===== src/rtl/reg_file_p.sv =====
// Register file with two combinational read ports, one write port, B-port
// immediate expander, optional write-to-read bypass and a post-reset clear sweep.
module reg_file_p #(
  parameter int DW     = 8,
  parameter int PW     = 3,
  parameter int IMW    = 2,
  parameter int BYPASS = 0
) (
  input  logic          clk,
  input  logic          reset,
  input  logic [PW-1:0] rd_addrA,
  input  logic [PW-1:0] rd_addrB,
  input  logic [PW-1:0] wr_addr,
  input  logic          wr_en,
  input  logic          wr_mov,
  input  logic          b_imm,
  input  logic [IMW-1:0] imm,
  input  logic [DW-1:0] dat_in,
  output logic [DW-1:0] datA_out,
  output logic [DW-1:0] datB_out,
  output logic          ready,
  output logic          wr_drop
);

  localparam logic [0:0] CLEAR = 1'b0;
  localparam logic [0:0] RUN   = 1'b1;

  logic [DW-1:0] core [2**PW];
  logic [0:0]    state;
  logic [PW-1:0] clr_ptr;
  logic          run;

  logic [DW-1:0] imm_ext;
  logic [DW-1:0] a_raw;
  logic [DW-1:0] b_raw;
  logic [DW-1:0] wr_data;

  assign run   = (state == RUN);
  assign ready = run;

  // Sign-magnitude immediate: sign goes to the MSB, magnitude stays in the LSBs.
  always_comb begin
    imm_ext            = '0;
    imm_ext[DW-1]      = imm[IMW-1];
    imm_ext[IMW-2:0]   = imm[IMW-2:0];
  end

  assign a_raw   = core[rd_addrA];
  assign b_raw   = b_imm ? imm_ext : core[rd_addrB];
  assign wr_data = wr_mov ? b_raw : dat_in;

  // Bypass selects from wr_data, which is built only from un-bypassed reads.
  always_comb begin
    datA_out = '0;
    datB_out = '0;
    if (run) begin
      datA_out = a_raw;
      datB_out = b_raw;
      if (BYPASS != 0 && wr_en) begin
        if (rd_addrA == wr_addr)           datA_out = wr_data;
        if (!b_imm && rd_addrB == wr_addr) datB_out = wr_data;
      end
    end
  end

  always_ff @(posedge clk) begin
    if (reset) begin
      state   <= CLEAR;
      clr_ptr <= '0;
      wr_drop <= 1'b0;
    end else begin
      wr_drop <= wr_en && !run;
      if (!run) begin
        core[clr_ptr] <= '0;
        clr_ptr       <= clr_ptr + PW'(1);
        if (clr_ptr == '1) state <= RUN;
      end else if (wr_en) begin
        core[wr_addr] <= wr_data;
      end
    end
  end

endmodule


===== config.mk =====
export PLATFORM = sky130hd
export DESIGN_NAME = reg_file_p
export DESIGN_NICKNAME = d
export VERILOG_FILES = /design/src/rtl/reg_file_p.sv
export SDC_FILE = /design/constraint.sdc
export NUM_CORES = 1
export LEC_CHECK = 0
export CORE_ASPECT_RATIO = 0.9
export CORE_MARGIN = 8
export CORE_UTILIZATION = 60
export DETAILED_ROUTE_END_ITERATION = 16
export GPL_TIMING_DRIVEN = 1
export PLACE_DENSITY_LB_ADDON = 0.25
export SYNTH_ARGS = -nofsm -noshare
export SYNTH_HDL_FRONTEND = slang
export SYNTH_SLANG_ARGS = --single-unit
export TNS_END_PERCENT = 50

===== constraint.sdc =====
create_clock -name clk -period 4.25 [get_ports clk]
set_input_delay 0.425 -clock clk [delete_from_list [all_inputs] [get_ports clk]]
set_output_delay 0.425 -clock clk [all_outputs]
set_load 0.05 [all_outputs]

---- Word level (Yosys, flattened, before mapping) ----
Memories as Yosys holds them, arrays and structs flattened.
Cells that the tools add are included.
storage, ports and cells
  bits in registers ....................... 5
  memory bits (writable) .................. 64
  bits of input ports ..................... 24
  memories ................................ 1
operators by class
  add/sub/neg operators ................... 1
  equality and inequality tests ........... 1
  multiplexer cells ....................... 16
  reduce and logical (&&, ||, !) cells .... 3
memory list
  memory  depth  bits a word  read ports  clocked after memory_dff  write ports  line  RTL
  core    8      8            2           0                         1            28    logic [DW-1:0] core [2**PW];
operators by type and width
  cell                 count
  $mux 8               5
  $mux 1               10
  $reduce_or 8->1      1
  $add 3x1->3 const B  1
  $eq 3x3->1 const B   1
  $mux 3               1
  $logic_and 1x1->1    1
  $logic_not 1->1      1

---- Logic depth before layout (Yosys ltp) ----
  depth in word-level cells ............... 6
  gate-level depth with buffers ........... 5
  mapped depth without buffers ............ 4

---- Least setup slack after synthesis ----
OpenSTA, ideal clock, no wires.
  path kind ............................... flip-flop to output port
  from .................................... reg state (netlist: ready)
  to ...................................... out datB_out[0]
  arrival time ............................ 2.095 ns
  required time ........................... 3.825 ns
  path slack .............................. 1.730 ns
  stages on the path, launching flop included .. 4
  path through ............................ dfxtp_1 -> nand2b_1 -> buf_1 -> o21ai_0
between the ends
  cells in the longest elaborated chain, start to end .. 1
ends and longest elaborated chain
  item                    line  RTL
  start, declared         29    logic [0:0] state;
  start signal, assigned  68    state <= CLEAR;
  start signal, assigned  76    if (clr_ptr == '1) state <= RUN;
  $mux 8                  56    if (run) begin
  end, declared           20    output logic [DW-1:0] datB_out,
Every way passes these cells.

---- Worst setup path in the final report ----
  from .................................... in rd_addrB[2]
  to ...................................... out datB_out[0]
between the ends
  cells in the longest elaborated chain, start to end .. 3
ends and longest elaborated chain
  item             line  RTL
  start, declared  12    input logic [PW-1:0] rd_addrB,
  $mem_v2 8x8      --
  $mux 8           49    assign b_raw = b_imm ? imm_ext : core[rd_addrB];
  $mux 8           56
Every way passes these cells.

==> key figures <==
Power and ir drop
  • Leak: 1.506 nW
  • Total Power: 0.001482 W
  • Peak supply drop: 0.0002649 V
  • Pwr dens: 356.6 nW/µm²

CTS
  • Cts bufs inserted: 9
  • CTS root buf: clkbuf_8
  • Post-CTS Setup Bufs: 0
  • Cts hold-fix bufs: 0
  • Clk slew on worst S/H paths: 70 ps
  • Post-CTS Resized: 0
  • CTS tree: yes
  • Max Root-Sink Buffers: 2
  • H-Tree Depth: 3
  • Worst skew pair latency: 330 ps
  • Clk sinks: roughly 70

Final layout
  • Fillers: about 350
  • FF/Latch Area: 2022 µm²
  • N_diodes: 0
  • Share of layout cells above drive strength 1: 0.1975
  • Synthesis-to-finish area growth: 17.93%
  • Multi-input combinational cell area: ~1400 µm²
  • Layout net count: 264

Worst setup path
  • Worst endpoint data arrival time: 2980 ps
  • CP Class: input port to primary output
  • CP Max Fanout: 16
  • Setup crit start: rd_addrB[2]
  • Crit end category: primary output
  • Worst EP required: 3830 ps
  • Reg-to-reg startpoint: ready$_SDFF_PP0_
  • Startpoint Class: input port

Yosys
  • Post-Syn Nets: approximately 220
  • Yosys warning total: 0
  • Mapped Cells: ~200
  • Post-synth top flop: edfxtp_1
  • Synth Register Bits: 69
  • Seq/Total Area, Yosys: 0.5737
  • Post-synth EDFFs: 64
  • Synth top area cells: edfxtp_1 (55%), mux4_2 (12%), mux4_1 (8.9%)
  • Yosys cell types: 31
  • Cell area after synthesis: 3525 µm²
  • Synth async-reset ratio: 0
  • Yosys top cell area share: 0.5453
  • Mapped Avg Cell Area: 17.98 µm²
  • Post-synth top area cell: edfxtp_1

Timing
  • Tightest Pin Transition: 1057 ps
  • Setup TNS: 0 ps
  • Max_slew headroom: 0.2915
  • RSZ-0062 raised after global routing: no
  • Final Max Slew Viols: 0
  • Post-layout min period: 3407 ps
  • Final setup violation count: 0
  • Clock skew: 8.492 ps
  • Period Utilization, post-route: 0.8018
  • Final-report hold violation count: 0
  • Max Freq: 293.5 MHz

Routing
  • Starting DRT DRC Count: 132
  • DRC: 0
  • 1st-pass router iterations: 6
  • Routed Antenna Nets: 0
  • Vias/cell: 6.776
  • Routed wire length per instance: 27.03 µm
  • Post-Route WL: 8461 µm
  • DR vias: 2121

Die
  • Die Y: ~89 µm
  • Die ar.: about 8600 µm²
  • Initial core utilization: 0.6191
  • Cell Rows: 26
  • # IOs: 42
  • Die Wd: around 97 µm
  • Core area: 5693 µm²

Place
  • Final HPWL DP: 5706 µm
  • GP Congestion: between 0.8 and 0.9
  • IO Port Bufs: 41

Hold path
  • Hold WC Path Type: flop to flop
  • Hold Path Origin: clr_ptr[2]$_SDFFE_PP0N_

Run
  • Max-capacitance violation count: 0

Global routing
  • Largest net degree at the start of global routing: 23
  • First-pass GRT wire length: 12830 µm
  • Overflow after GRT: 0
  • Vias in the first global route: 2270
  • Tot GR Track Use: 0.2018
  • Initial antenna violation count: 0

Status
  • Status: completed
-- logic make-up (layout without fill, tap and decap cells) --
group                      Yosys count  after routing  synth area share
AOI/OAI and AO/OA                   14             14           0.02911
buffers and inverters               14             61           0.04011
muxes                               54             54            0.2811
xor gates and xnor gates             1              1          0.002485
DFF                                 69             69            0.5737
and+or+nand+nor                     42             42           0.06638
adders and majority gates            2              2          0.007099
-- flip-flops by register name (all words and copies together), names as in the netlist --
register,count
core,64
clr_ptr,3
ready,1
wr_drop,1
-- worst max-delay path: stages --
cell and delay (ps):
clkdlybuf4s50_1 1040, mux4_2 350, mux2i_1 100, o21ai_0 200, clkdlybuf4s50_1 860
-- Yosys cell counts (2+ instances only) --
| cell type | instances |
|---|---|
| o21ai_1 | 2 |
| ha_1 | 2 |
| mux4_2 | 19 |
| clkbuf_8 | 2 |
| dfxtp_1 | 5 |
| mux2_2 | 2 |
| nor3_1 | 8 |
| buf_4 | 2 |
| buf_6 | 4 |
| nor2b_1 | 8 |
| o21ai_0 | 2 |
| mux2i_1 | 20 |
| buf_2 | 2 |
| edfxtp_1 | 64 |
| nand2b_1 | 4 |
| o2bb2ai_1 | 6 |
| mux4_1 | 12 |
| nor2_1 | 13 |
| nand3_1 | 5 |
| a21o_1 | 3 |
-- per-stage QoR --
stage          cells  utilization  hold slack (ps)  setup WS [ps]  area (µm²)
5_1_grt          313       0.7301            642.6          777.9        4156
3_3_place_gp     297       0.6941            537.8          978.8        3951
4_1_cts          313       0.7301            592.7          857.4        4156
2_1_floorplan    196            -            497.4           1730        3525
3_5_place_dp     297       0.6941            557.6          838.2        3951
6_report         313       0.7301            590.6          842.5        4156
-- layout by cell type, fill, tap and decap left out, types with 3 or more instances in the layout --
| cell type | netlist | layout |
|---|---|---|
| mux4_1 | 12 | 12 |
| nand3_1 | 5 | 5 |
| clkdlybuf4s50_1 | 0 | 41 |
| buf_4 | 2 | 4 |
| nand2b_1 | 4 | 4 |
| a21o_1 | 3 | 3 |
| nor2_1 | 13 | 13 |
| edfxtp_1 | 64 | 64 |
| clkbuf_8 | 2 | 9 |
| mux4_2 | 19 | 19 |
| mux2i_1 | 20 | 20 |
| nor2b_1 | 8 | 8 |
| dfxtp_1 | 5 | 5 |
| nor3_2 | 0 | 8 |
| o2bb2ai_1 | 6 | 6 |
-- area by class of cell --
class / instances / area share
Tap cell: 70 / 0.02107
Sequential cell: 69 / 0.4865
Multi-Input combinational cell: 113 / 0.3371
Timing Repair Buffer: 45 / 0.1060
Clock inverter: 6 / 0.01866
Clock buffer: 10 / 0.03070
-- power by group --
part	total, W	switching (W)	internal, W
combinational	0.000148	0.0000746	0.0000738
sequential	0.000765	0.0000111	0.000754
clock	0.000569	0.000244	0.000325
total	0.00148	0.000330	0.00115
-- final timing paths --
kind                            slack [ps]  depth (start not counted)                 endpoint
worst max-delay path                   840                          5              datB_out[0]
worst min register to register         590                          2  clr_ptr[2]$_SDFFE_PP0N_
worst min-delay path                   590                          2  clr_ptr[2]$_SDFFE_PP0N_
worst max register to register        1460                          3     core[0][5]$_DFFE_PP_
-- layer usage --
| metal | vias to the layer above | share of wire | track usage |
|---|---|---|---|
| met4 | 0 | 0.018 | 0.08787 |
| met3 | 16 | 0.074 | 0.04294 |
| met2 | 115 | 0.55 | 0.3643 |
| met1 | 1093 | 0.36 | 0.2292 |
| li1 | 897 | - | - |
| met5 | - | 0 | 0 |
Power figures use the tool's default switching activity.
